### src/rtl/lsu_mem_port_pkg.sv
// Shared definitions for the LSU memory port: data/address widths of the
// bram32 side, RV32I load/store funct3 codes and a legality helper.
package lsu_mem_port_pkg;

  localparam int DATA_WIDTH     = 32;
  localparam int RAM_ADDR_WIDTH = 12;

  localparam logic [2:0] F3_LB  = 3'b000;
  localparam logic [2:0] F3_LH  = 3'b001;
  localparam logic [2:0] F3_LW  = 3'b010;
  localparam logic [2:0] F3_LBU = 3'b100;
  localparam logic [2:0] F3_LHU = 3'b101;
  localparam logic [2:0] F3_SB  = 3'b000;
  localparam logic [2:0] F3_SH  = 3'b001;
  localparam logic [2:0] F3_SW  = 3'b010;

  // Stores only have the three signed-less sizes; loads add the unsigned pair.
  function automatic logic f3_legal(input logic we, input logic [2:0] f3);
    if (we) return (f3 == F3_SB) || (f3 == F3_SH) || (f3 == F3_SW);
    return (f3 == F3_LB) || (f3 == F3_LH) || (f3 == F3_LW) ||
           (f3 == F3_LBU) || (f3 == F3_LHU);
  endfunction

  // Size alignment keys off funct3[1:0] (01 = half, 10 = word) for both
  // loads and stores, so one check covers every legal code.
  function automatic logic misaligned(input logic [2:0] f3, input logic [1:0] off);
    return ((f3[1:0] == 2'b01) && off[0]) || ((f3[1:0] == 2'b10) && (off != 2'b00));
  endfunction

endpackage

### src/rtl/lsu_lane_align.sv
// Combinational byte-lane steering between the core and a 32-bit BRAM word.
//   funct3, off  : size/sign code and byte offset of the access
//   wdata        : right-aligned store data
//   rword        : raw word from memory
//   byte_enb     : write lane mask
//   w_dat        : store data replicated across lanes
//   rdata        : extracted and sign/zero-extended load data
module lsu_lane_align
  import lsu_mem_port_pkg::*;
(
  input  logic [2:0]            funct3,
  input  logic [1:0]            off,
  input  logic [DATA_WIDTH-1:0] wdata,
  input  logic [DATA_WIDTH-1:0] rword,
  output logic [3:0]            byte_enb,
  output logic [DATA_WIDTH-1:0] w_dat,
  output logic [DATA_WIDTH-1:0] rdata
);

  logic [DATA_WIDTH-1:0] shifted;

  // Replicating the data means the BRAM needs no shifter; the mask picks lanes.
  always_comb begin
    byte_enb = 4'b1111;
    w_dat    = wdata;
    case (funct3[1:0])
      2'b00: begin
        byte_enb = 4'b0001 << off;
        w_dat    = {4{wdata[7:0]}};
      end
      2'b01: begin
        byte_enb = 4'b0011 << off;
        w_dat    = {2{wdata[15:0]}};
      end
      default: ;
    endcase
  end

  always_comb begin
    shifted = rword >> {off, 3'b000};
    case (funct3)
      F3_LB:   rdata = {{24{shifted[7]}}, shifted[7:0]};
      F3_LH:   rdata = {{16{shifted[15]}}, shifted[15:0]};
      F3_LBU:  rdata = {24'h0, shifted[7:0]};
      F3_LHU:  rdata = {16'h0, shifted[15:0]};
      default: rdata = shifted;
    endcase
  end

endmodule

### src/rtl/lsu_mem_port.sv
// Load/store initiator in front of bram32: one core op becomes one BRAM
// access, with alignment/funct3/range checking and a configurable read
// latency for registered BRAMs. One op in flight at a time.
//   clk, rst_n                 : clock, async active-low reset
//   req_*                      : core request (valid/ready), latched on accept
//   rsp_*                      : core response (valid/ready), held until taken
//   mem_w_* / mem_byte_enb     : bram32 write port
//   mem_r_* / mem_r_dat        : bram32 read port
module lsu_mem_port
  import lsu_mem_port_pkg::*;
#(
  parameter int ADDR_W     = RAM_ADDR_WIDTH,
  parameter int MEM_RD_LAT = 0
) (
  input  logic                  clk,
  input  logic                  rst_n,
  input  logic                  req_valid,
  output logic                  req_ready,
  input  logic                  req_we,
  input  logic [2:0]            req_funct3,
  input  logic [31:0]           req_addr,
  input  logic [DATA_WIDTH-1:0] req_wdata,
  output logic                  rsp_valid,
  input  logic                  rsp_ready,
  output logic [DATA_WIDTH-1:0] rsp_rdata,
  output logic                  rsp_err,
  output logic [ADDR_W-1:0]     mem_w_addr,
  output logic [DATA_WIDTH-1:0] mem_w_dat,
  output logic                  mem_w_enb,
  output logic [3:0]            mem_byte_enb,
  output logic [ADDR_W-1:0]     mem_r_addr,
  output logic                  mem_r_enb,
  input  logic [DATA_WIDTH-1:0] mem_r_dat
);

  typedef enum logic [1:0] {S_IDLE, S_WR, S_RD, S_RESP} state_t;

  typedef struct packed {
    logic [2:0]            funct3;
    logic [ADDR_W-1:0]     addr;
    logic [DATA_WIDTH-1:0] wdata;
  } op_t;

  state_t                state;
  op_t                   op;
  logic [1:0]            cnt;
  logic [DATA_WIDTH-1:0] rdata_q;
  logic                  err_q;
  logic                  req_err;
  logic [3:0]            be;
  logic [DATA_WIDTH-1:0] wdat;
  logic [DATA_WIDTH-1:0] ext;

  always_comb begin
    req_err = !f3_legal(req_we, req_funct3) ||
              misaligned(req_funct3, req_addr[1:0]) ||
              ((req_addr >> ADDR_W) != 32'h0);
  end

  lsu_lane_align u_align (
    .funct3   (op.funct3),
    .off      (op.addr[1:0]),
    .wdata    (op.wdata),
    .rword    (mem_r_dat),
    .byte_enb (be),
    .w_dat    (wdat),
    .rdata    (ext)
  );

  // cnt counts remaining RD cycles after the current one; the word is
  // captured when it reaches zero, i.e. on the (MEM_RD_LAT+1)th RD cycle.
  always_ff @(posedge clk or negedge rst_n) begin
    if (!rst_n) begin
      state   <= S_IDLE;
      op      <= '0;
      cnt     <= 2'd0;
      rdata_q <= '0;
      err_q   <= 1'b0;
    end else begin
      case (state)
        S_IDLE: if (req_valid) begin
          op      <= '{funct3: req_funct3, addr: req_addr[ADDR_W-1:0], wdata: req_wdata};
          cnt     <= 2'(MEM_RD_LAT);
          rdata_q <= '0;
          err_q   <= req_err;
          state   <= req_err ? S_RESP : (req_we ? S_WR : S_RD);
        end
        S_WR: state <= S_RESP;
        S_RD: begin
          if (cnt == 2'd0) begin
            rdata_q <= ext;
            state   <= S_RESP;
          end else begin
            cnt <= cnt - 2'd1;
          end
        end
        S_RESP: if (rsp_ready) state <= S_IDLE;
        default: state <= S_IDLE;
      endcase
    end
  end

  // Everything below is decoded from state so async reset clears it at once.
  always_comb begin
    req_ready    = (state == S_IDLE);
    rsp_valid    = (state == S_RESP);
    rsp_rdata    = rsp_valid ? rdata_q : '0;
    rsp_err      = rsp_valid & err_q;
    mem_w_enb    = (state == S_WR);
    mem_w_addr   = mem_w_enb ? op.addr : '0;
    mem_w_dat    = mem_w_enb ? wdat : '0;
    mem_byte_enb = mem_w_enb ? be : 4'b0000;
    mem_r_enb    = (state == S_RD);
    mem_r_addr   = mem_r_enb ? op.addr : '0;
  end

endmodule

### config.mk
export PLATFORM = sky130hd
export DESIGN_NAME = lsu_mem_port
export DESIGN_NICKNAME = d
export VERILOG_FILES = /design/src/rtl/lsu_mem_port_pkg.sv /design/src/rtl/lsu_lane_align.sv /design/src/rtl/lsu_mem_port.sv
export SDC_FILE = /design/constraint.sdc
export NUM_CORES = 1
export LEC_CHECK = 0
export BUFFER_PORTS_ARGS = -buffer_cell sky130_fd_sc_hd__buf_2
export CAP_MARGIN = 20
export CORE_ASPECT_RATIO = 0.75
export CORE_MARGIN = 4
export CORE_UTILIZATION = 44
export DETAILED_ROUTE_END_ITERATION = 6
export GPL_TIMING_DRIVEN = 0
export PLACE_DENSITY_LB_ADDON = 0.12
export SYNTH_ARGS = -nofsm -noshare
export SYNTH_HDL_FRONTEND = slang
export SYNTH_SLANG_ARGS = --single-unit
### constraint.sdc
create_clock -name clk -period 2.1 [get_ports clk]
set_input_delay 0.42 -clock clk [delete_from_list [all_inputs] [get_ports clk]]
set_output_delay 0.42 -clock clk [all_outputs]
set_load 0.005 [all_outputs]
# After elaboration in Yosys (flattened, before gate mapping)
# Index checks and enable logic that the tools add are counted.
# Widths: inputs -> output; s select.
# totals
ff_bits	84
out_inout_bits	97
# op_classes
add_sub_neg	1
n_eq_ne	17
n_shift	3
mux	23
n_bitwise	1
n_reduce_logical	22
# ops
cell	n
$mux 32	4
$pmux 32 s2	2
$pmux 32 s4	1
$reduce_bool 32->1	1
$shr 32x5->32	1
$mux 12	2
$mux 2	7
$eq 3x3->1 const B	4
$reduce_and 3->1	3
$pmux 2 s4	1
$pmux 4 s2	1
$logic_or 1x1->1	7
$eq 2x1->1 const B	3
$eq 2x2->1 const B	3
$eq 3x1->1 const B	2
$logic_not 2->1	3
$logic_not 3->1	2
$mux 4	1
$ne 2x1->1 const B	2
$ne 2x2->1 const B	2
$pmux 2 s2	1
$reduce_bool 2->1	2
$shl 1x2->4 const A	1
$shl 2x2->4 const A	1
other kinds (7)	10

# Longest topological paths before layout
# Gate-level depths: netlist (run 1).
# depth
ltp_word	12
depth_mapped	8
mapped_depth_nobuf	6

# Hierarchy
# A second synthesis (run 1) with hierarchy kept.
# hier_totals
hier_cells	519
hier_area_um2	5474.0
# modules_own_cells
mod	instances	cells_per_inst	area_per_inst_um2	seq_area_each_um2
lsu_mem_port	1	328	4201.5	2102.0
lsu_lane_align	1	191	1272.5	0.0

# Least setup slack after synthesis (run 1)
# Ideal clock, no wire load.
# synth_timing
path_kind	register -> register
from	reg state[0]
to	reg rdata_q[28]
setup_ps	126
arrival_ps	1909
t_required_ps	1974
path_slack_ps	65
stages_incl_launch_ff	8
n_path_buf	2
period_less_slack_ps	2035
path_cell_list	dfrtp_1 -> inv_1 -> ha_1 -> and2b_4 -> or3_1 -> clkbuf_1 -> clkbuf_1 -> a221o_1
# synth_via
elab_chain_cells	3
# synth_lines
item	line	rtl
start, declared	lsu_mem_port.sv:44	state_t state;
start signal, assigned	lsu_mem_port.sv:86	state <= req_err ? S_RESP : (req_we ? S_WR : S_RD);
$logic_not 2->1 *	n/a	
via req_ready	lsu_mem_port.sv:18	output logic req_ready,
$ne 2x2->1 (no line) or $reduce_bool 2->1 (tied branches)	n/a	
$reduce_and 3->1 (no line)	n/a	
end signal, assigned	lsu_mem_port.sv:91	rdata_q <= ext;
end, declared	lsu_mem_port.sv:47	logic [DATA_WIDTH-1:0] rdata_q;
# The timed path passes the listed nets; every way through them passes the cells marked *.
# A chain may end at the register's enable or synchronous reset.

# Final worst setup path (run 1)
# layout_timing
from	reg op[33] (netlist name)
to	reg rdata_q[30]
# layout_via
elab_chain_cells	4
# layout_lines
item	line	rtl
start, declared	lsu_mem_port.sv:45	op_t op;
start signal, assigned	lsu_mem_port.sv:82	op <= '{funct3: req_funct3, addr: req_addr[ADDR_W-1:0], wdata: req_wdata};
$shr 32x5->32	lsu_lane_align.sv:40	shifted = rword >> {off, 3'b000};
$pmux 32 s4	lsu_lane_align.sv:41	case (funct3)
$mux 32	lsu_mem_port.sv:90	if (cnt == 2'd0) begin
$pmux 32 s2	lsu_mem_port.sv:80	case (state)
# Every way passes these cells. The select of a mux whose other input is x is not followed.

==> flow_summary_export.csv, run 1 <==
group,metric,value,unit
status,status,"complete, no violations",
cells_and_area,fin_cells,843,
synthesis,synthesis.nets,593,
worst_setup_path,start_kind,"register",
global_routing,grt_pass1_vias,4580,
synthesis,ys_seq_area_share,43.2,%
route,wl_met2,6.98,mm
power_and_ir_drop,powerDensity,1520,nW/um^2
synthesis,yosysWarnings,0,
cts,cts.sinks,84,
sta,slew_viol_final,0,
sta,fmax,491,MHz
global_routing,grt_pass1_wl,23.8,mm
route,wl,15.4,mm
worst_setup_path,timing_worst_setup_path_type,"reg -> reg",
synthesis,synth_commonest_cells,"84 x dfrtp_1, 73 x and2_1, 54 x mux2_2",
place,place_congestion,0.913,
synthesis,ys_async_sr_fraction,100,%
floorplanning,die_y,99.1,um
place,hpwl,11.8,mm
sta,finalSetupViolations,0,
synthesis,ys.flop_type,"dfrtp_1",
synthesis,synth_area_leader_cell,"dfrtp_1",
cells_and_area,drive_gt1_share,47.2,%
global_routing,grt_max_degree,63,
cells_and_area,finalInstanceArea,6710,sq um
worst_setup_path,end_kind,"register",
route,dr.pass1.iters,4,
sta,finalCriticalPeriod,2.04,ns
place,dp.cells,821,
sta,clock_skew,0.00751,ns
route,ant_nets,0,
synthesis,syn_inst,484,
global_routing,grt_antenna_before_repair,0,
sta,post-route-period-util,97.1,%
worst_setup_path,crit_required,2.31,ns
place,port_buffers,200,
sta,hold_violations,0,
power_and_ir_drop,leakagePower,3.41,nW
route,post_drt_wl_per_cell,18.3,um
synthesis,post_synth.cell_area_avg,10.1,sq um
synthesis,synth.most_common_cell,"dfrtp_1",
synthesis,synth-seq-cells,84,
cts,clkLatencyLatePin,0.33,ns
route,met1Wirelength,7.11,mm
flow_run,max-cap-violations,0,
route,dr_wl_met3,1.12,mm
route,top_layer_used,"met4",
sta,rsz0062_at_grt,"true",
floorplanning,start_util,46.2,%
worst_setup_path,cp_max_fo,10,
place,dpl_cell_area,6070,sq um
cells_and_area,fill_cells,948,
cells_and_area,fin_nets,812,
sta,slew_headroom,56.1,%
cts,cts_buffers,9,
cts,htreeDepth,3,
route,drc,0,
cells_and_area,syn_to_final_growth,37.8,%
worst_hold_path,hold_path.class,"in -> reg",
floorplanning,fp.dieArea,12800,sq um
route,vias_per_cell,5.36,
worst_setup_path,arrival,2.25,ns
cts,cts_tree,"done",
power_and_ir_drop,ir_drop,0.638,mV
floorplanning,coreArea,10500,sq um
synthesis,yosys-top-cells-area,"dfrtp_1 43%, mux2_2 13%, and2_1 9.4%",
floorplanning,rows,32,
floorplanning,pin_count,201,
sta,timing.setup.tns,0,ns
floorplanning,die_w,129,um
sta,tightest_slew,0.658,ns
global_routing,grt_usage,23.9,%
synthesis,yosysTopAreaCellShare,43.2,%
cts,clkTransAtPathRegs,0.06,ns
cts,cts_root_buf,"clkbuf_16",
global_routing,grt_overflow,0,
synthesis,syn_area,4860,sq um
route,drtIter0Drc,244,
cts,clk_path_buf_depth,2,
cells_and_area,num_antenna_cells,0,
synthesis,synth_cell_types,41,
synthesis,synth_edf_count,0,
route,num_vias,4517,
==> cell families (layout without fill, tap and decap cells) <==
group                    count (synthesis)  in the layout  share of synthesized area, %
multiplexers                            88             88                          19.8
adder cells (fa/ha/maj)                  5              5                          1.29
AO/OA/AOI/OAI                           90             90                          12.1
flip-flops                              84             84                          43.2
AND/OR/NAND/NOR                        174            174                          19.7
buffers and inverters                   43            266                          3.94
==> sequential cells by signal, summed over array words and instances, names as in the netlist <==
| name | count |
|---|---|
| state | 2 |
| err_q | 1 |
| cnt | 2 |
| op | 47 |
| rdata_q | 32 |
==> layout make-up <==
type	count	area [sq um]	area share, %
inverter	7	26.3	0.392
clock buffer	9	225	3.36
tap	136	170	2.54
multi-input combinational	357	2680	39.9
buffer	33	280	4.18
sequential	84	2110	31.4
timing repair buffer	211	1110	16.5
clock inverter	6	114	1.70
==> repair_timing <==
| item | 4_1_cts | 5_1_grt |
|---|---|---|
| endpoints found under the hold margin | 10 | 0 |
| hold buffers | 1 | 0 |
| setup buffers | 0 | 9 |
| pin swaps | 2 | 4 |
| resized for setup | 50 | 46 |
| endpoints found under the setup margin | 121 | 99 |
==> layout by cell type, fill, tap and decap left out, types with 9 or more instances in the layout <==
master and n:
buf_2 200, nor2_1 12, o21ai_1 15, nor2b_1 11, buf_4 12, dfrtp_1 81
mux2_2 54, a21oi_1 18, mux2i_1 33, clkbuf_2 9, nand2_1 44, o21ai_0 21
clkbuf_16 9, a221o_1 16, and2_1 73
==> critical path, stage by stage, from the launching register on <==
cell	delay (ns)
dfrtp_1	0.40
mux4_2	0.57
nor3b_4	0.21
a32o_2	0.31
buf_6	0.16
a221o_1	0.26
==> metrics by stage <==
step	hold slack (ns)	util, %	worst slack [ns]	total power [W]
after floorplan	0.124	-	0.0649	0.00600
after global placement	0.457	57.3	-0.482	0.00767
after detailed placement	0.352	57.6	-0.493	0.00781
after CTS	0.308	62.0	-0.0354	0.00991
after global routing	0.301	63.7	-0.0219	0.0110
final	0.316	63.7	0.0617	0.0102
==> final timing paths <==
kind	startpoint	end	slack [ns]	cells past startpoint
max	op[33]$_DFFE_PN0P_	rdata_q[30]$_DFFE_PN0P_	0.06	5
min	req_wdata[0]	op[0]$_DFFE_PN0P_	0.32	2
max reg2reg	op[33]$_DFFE_PN0P_	rdata_q[30]$_DFFE_PN0P_	0.06	5
min reg2reg	rdata_q[11]$_DFFE_PN0P_	rdata_q[11]$_DFFE_PN0P_	0.48	2
max in group asynchronous	rst_n	op[44]$_DFFE_PN0P_	0.94	3
min in group asynchronous	rst_n	cnt[0]$_DFFE_PN0P_	0.55	2
==> layer usage <==
metal  global-route usage [%]  vias to the layer above
met3                     5.31                       13
met4                     5.35                        0
li1                         -                     2126
met5                        0                        -
met1                     34.7                     2207
met2                     36.6                      171
==> where the power goes <==
group	internal [W]	switching (W)	total [W]
Combinational	0.00272	0.00274	0.00546
Clock	0.00116	0.000652	0.00181
Sequential	0.00240	0.000550	0.00295
Note: power is estimated with default switching activity, not from simulation.
==> run 2: changes to the inputs <==
Settings changed: CORE_UTILIZATION 44 to 53.
Clock period 2.1 ns to 2.4 ns, I/O delays scaled along.
==> flow_summary_export.csv, run 2 (synthesized netlist as in run 1, its figures left out) <==
group,metric,value,unit
status,status,"complete, no violations",
flow_run,max-cap-violations,0,
route,ant_nets,0,
route,dr_wl_met3,1.38,mm
route,vias_per_cell,5.55,
global_routing,grt_pass1_wl,23.4,mm
power_and_ir_drop,leakagePower,3.30,nW
cells_and_area,finalInstanceArea,6360,sq um
sta,hold_violations,0,
worst_setup_path,cp_slowest_cell,"dfrtp_1",
floorplanning,die_y,91.0,um
cells_and_area,largest_reg_flops,47,
sta,slew_viol_final,0,
sta,tightest_slew,0.713,ns
cts,clkLatencyLatePin,0.34,ns
route,wl_met2,6.98,mm
cts,cts_tree,"done",
worst_setup_path,cp_max_fo,10,
place,dp.cells,793,
cts,clk_path_buf_depth,2,
floorplanning,die_w,119,um
global_routing,grt_overflow,0,
sta,finalSetupViolations,0,
worst_setup_path,crit_chain,"inv_1, ha_1, clkbuf_1, o31a_1, buf_2",
route,drtIter0Drc,383,
worst_setup_path,path_buf_inv,3,
place,place_congestion,0.972,
cells_and_area,syn_to_final_growth,30.7,%
cts,cts_root_buf,"clkbuf_16",
floorplanning,pin_count,201,
cells_and_area,num_antenna_cells,0,
global_routing,grt_pass1_vias,4591,
worst_setup_path,critPathMaxStageDelay,0.41,ns
cells_and_area,final_common_cell,"buf_2",
worst_setup_path,end_kind,"output pin",
place,port_buffers,200,
place,hpwl,11.3,mm
worst_setup_path,start_kind,"register",
floorplanning,start_util,55.9,%
global_routing,grt_antenna_before_repair,1,
power_and_ir_drop,total_power,0.00826,W
route,met1Wirelength,6.33,mm
worst_setup_path,r2r_setup_slack,0.14,ns
cells_and_area,reg_top3,"op (47), rdata_q (32)",
cts,htreeDepth,3,
cts,cts.sinks,84,
sta,finalCriticalPeriod,2.29,ns
worst_setup_path,timing_worst_setup_path_type,"reg -> out",
sta,fmax,436,MHz
global_routing,grt_max_degree,46,
cts,clkTransAtPathRegs,0.06,ns
worst_setup_path,arrival,1.81,ns
floorplanning,fp.dieArea,10800,sq um
sta,post-route-period-util,95.5,%
place,dpl_cell_area,6030,sq um
cells_and_area,top_register,"op",
power_and_ir_drop,powerDensity,1300,nW/um^2
cells_and_area,fin_nets,804,
power_and_ir_drop,ir_drop,0.616,mV
route,drc,0,
cts,cts_hold_buf,0,
worst_setup_path,path_delay_family,"buffers and inverters",
worst_setup_path,crit_required,1.92,ns
route,num_vias,4488,
floorplanning,rows,29,
cells_and_area,fin_cells,808,
floorplanning,coreArea,8710,sq um
route,wl,14.9,mm
worst_hold_path,hold_path.class,"in -> async",
route,dr.pass1.iters,5,
cells_and_area,drive_gt1_share,43.0,%
sta,clock_skew,0.00496,ns
sta,slew_headroom,52.5,%
route,post_drt_wl_per_cell,18.4,um
cells_and_area,final_cell_mix,"205 x buf_2, 83 x dfrtp_1, 73 x and2_1, 54 x mux2_2, 47 x nand2_1",
global_routing,grt_usage,27.2,%
route,top_layer_used,"met4",
cts,cts_buffers,9,
==> run 2: worst paths after layout <==
kind / from / endpoint / cells past startpoint
worst max-delay path: state[1]$_DFFE_PN0P_ / mem_byte_enb[2] / 5
worst min-delay path: rst_n / op[22]$_DFFE_PN0P_ / 1
worst max register to register: state[0]$_DFFE_PN0P_ / rdata_q[23]$_DFFE_PN0P_ / 7
worst min register to register: rdata_q[12]$_DFFE_PN0P_ / rdata_q[12]$_DFFE_PN0P_ / 2
max in group asynchronous: rst_n / op[33]$_DFFE_PN0P_ / 2
min in group clk: req_addr[5] / op[37]$_DFFE_PN0P_ / 2
==> run 2: area by class of cell <==
type	count	area [sq um]
plain buffers	33	173
clock buffers	12	267
clock inverters	4	22.5
fillers	666	2350
inverters	7	26.3
multi-input cells	357	2590
flip-flops and latches	84	2100
well taps	108	135
repair buffers	203	1050
==> run 2: where the power goes <==
group	switching (W)	total, W	internal, W
clock network	0.000560	0.00134	0.000780
registers	0.000486	0.00259	0.00210
logic	0.00228	0.00433	0.00205
total	0.00333	0.00826	0.00493
==> run 2: metal layers <==
layer,global-route usage [%],vias up
li1,-,2113
met1,37.1,2123
met5,0,-
met4,6.56,0
met3,7.02,20
met2,43.9,232
==> run 2: what timing repair did <==
| action | in CTS | in global routing |
|---|---|---|
| buffers inserted | 1 | 1 |
| pin swaps | 1 | 2 |
| gates resized for setup | 11 | 24 |
| endpoints found under the setup margin | 40 | 78 |
==> run 2: stage by stage <==
step / utilization [%] / worst slack, ns / hold slack (ns) / TNS [ns]
CTS: 72.7 / 0.00725 / 0.129 / 0
detailed placement: 69.3 / -0.148 / 0.471 / -0.520
global route: 73.0 / -0.00328 / 0.156 / -0.00328
global placement: 68.9 / -0.131 / 0.459 / -0.319
floorplan: - / 0.365 / 0.184 / 0
finish: 73.0 / 0.108 / 0.121 / 0
==> run 3: changes to the inputs <==
Settings changed: MAX_ROUTING_LAYER set to met4.
==> flow_summary_export.csv, run 3 (synthesized netlist as in run 1, its figures left out) <==
group,metric,value,unit
status,status,"complete, no violations",
power_and_ir_drop,leakagePower,3.28,nW
floorplanning,pin_count,201,
place,dpl_cell_area,6030,sq um
floorplanning,fp.dieArea,10800,sq um
cts,clkTransAtPathRegs,0.06,ns
global_routing,grt_pass1_vias,4505,
route,drc,0,
floorplanning,start_util,55.9,%
cells_and_area,fin_cells,805,
route,vias_per_cell,5.64,
cells_and_area,syn_to_final_growth,30.3,%
cells_and_area,final_common_cell,"buf_2",
floorplanning,coreArea,8710,sq um
route,wl,15.0,mm
cells_and_area,top_register,"op",
global_routing,grt_usage,28.0,%
sta,post-route-period-util,96.0,%
floorplanning,rows,29,
power_and_ir_drop,powerDensity,1300,nW/um^2
route,dr.pass1.iters,5,
cells_and_area,final_util,72.8,%
global_routing,grt_antenna_before_repair,0,
cells_and_area,fin_nets,803,
cts,htreeDepth,3,
worst_setup_path,end_kind,"register",
worst_setup_path,r2r_setup_slack,0.1,ns
cts,cts_root_buf,"clkbuf_16",
worst_setup_path,arrival,2.52,ns
worst_hold_path,hold_path.class,"in -> async",
sta,worst_slack,0.0966,ns
worst_setup_path,timing_worst_setup_path_type,"reg -> reg",
global_routing,grt_overflow,0,
cells_and_area,drive_gt1_share,42.9,%
sta,slew_headroom,51.8,%
place,dp.cells,793,
flow_run,max-cap-violations,0,
place,dp_slack,-0.134,ns
floorplanning,die_y,91.0,um
sta,slew_viol_final,0,
sta,hold_violations,0,
worst_setup_path,crit_required,2.61,ns
cts,clk_path_buf_depth,2,
cells_and_area,finalInstanceArea,6340,sq um
route,post_drt_wl_per_cell,18.6,um
global_routing,grt_max_degree,46,
global_routing,grt_pass1_wl,23.3,mm
worst_setup_path,cp_max_fo,10,
place,port_buffers,200,
sta,fmax,434,MHz
cells_and_area,reg_top3,"op (47), rdata_q (32)",
power_and_ir_drop,total_power,0.00822,W
cts,clkLatencyLatePin,0.34,ns
cts,cts_tree,"done",
sta,finalCriticalPeriod,2.30,ns
worst_setup_path,start_kind,"register",
floorplanning,die_w,119,um
cells_and_area,final_cell_mix,"207 x buf_2, 83 x dfrtp_1, 73 x and2_1, 54 x mux2_2, 47 x nand2_1",
cells_and_area,num_antenna_cells,0,
sta,clock_skew,0.00741,ns
route,num_vias,4538,
route,drtIter0Drc,363,
cells_and_area,largest_reg_flops,47,
route,ant_nets,0,
sta,tightest_slew,0.723,ns
sta,finalSetupViolations,0,
cts,cts.sinks,84,
power_and_ir_drop,ir_drop,0.602,mV
place,hpwl,11.3,mm
cts,cts_buffers,9,
place,place_congestion,0.988,
## run 3: changes by cell type in the layout (fill, tap and decap cells not counted), sizes merged
cell	previous run	this run
clkbuf	28	30
clkinv	3	0
buf	220	218
## run 3: layout make-up
class | instances | area, sq um
tap | 108 | 135
clock buffer | 13 | 270
sequential | 84 | 2100
inverter | 7 | 26.3
timing repair buffer | 202 | 1040
clock inverter | 1 | 7.51
buffer | 33 | 166
multi-input combinational | 357 | 2590
fill | 670 | 2370
## run 3: path summary, 6_finish.rpt
path,to,from,depth (start not counted)
setup / recovery,rdata_q[18]$_DFFE_PN0P_,state[0]$_DFFE_PN0P_,7
hold / removal,op[16]$_DFFE_PN0P_,rst_n,1
setup reg to reg,rdata_q[18]$_DFFE_PN0P_,state[0]$_DFFE_PN0P_,7
hold reg to reg,rdata_q[11]$_DFFE_PN0P_,rdata_q[11]$_DFFE_PN0P_,2
max in group asynchronous,op[33]$_DFFE_PN0P_,rst_n,2
min in group clk,op[7]$_DFFE_PN0P_,req_wdata[7],2
## run 3: repair_timing
| action | in CTS | in global routing |
|---|---|---|
| hold buffers | 0 | 0 |
| pin swaps | 0 | 1 |
| buffers inserted | 0 | 1 |
| resized for setup | 10 | 22 |
| setup endpoints to repair | 40 | 74 |
## run 3: through the flow
| stage | hold slack, ns | TNS, ns |
|---|---|---|
| floorplan | 0.184 | 0 |
| global placement | 0.459 | -0.321 |
| detailed placement | 0.470 | -0.378 |
| CTS | 0.137 | 0 |
| global route | 0.149 | -0.000195 |
| finish | 0.114 | 0 |
## run 3: power breakdown
group | switching (W) | internal (W) | leakage [nW] | total (W)
Clock | 0.000533 | 0.000775 | 0.134 | 0.00131
Combinational | 0.00229 | 0.00203 | 2.10 | 0.00432
Sequential | 0.000497 | 0.00210 | 1.05 | 0.00260
Total | 0.00332 | 0.00491 | 3.28 | 0.00822
## run 3: worst max-delay path, cell delays in order (launching register included)
cell and delay [ns]:
dfrtp_1 0.40, inv_1 0.08, ha_1 0.30, and2b_4 0.23, or3_1 0.36, clkbuf_1 0.17, clkbuf_2 0.24, a221o_1 0.39
## run 3: per-layer routing
metal	GRT usage (%)	wire length (um)	part of all wire (%)	vias to the layer above
li1	-	-	-	2105
met1	38.2	6450	43	2156
met2	43.3	7090	47	256
met3	7.08	1320	8.8	21
met4	4.63	150	1.0	0
met5	-	0	0	-
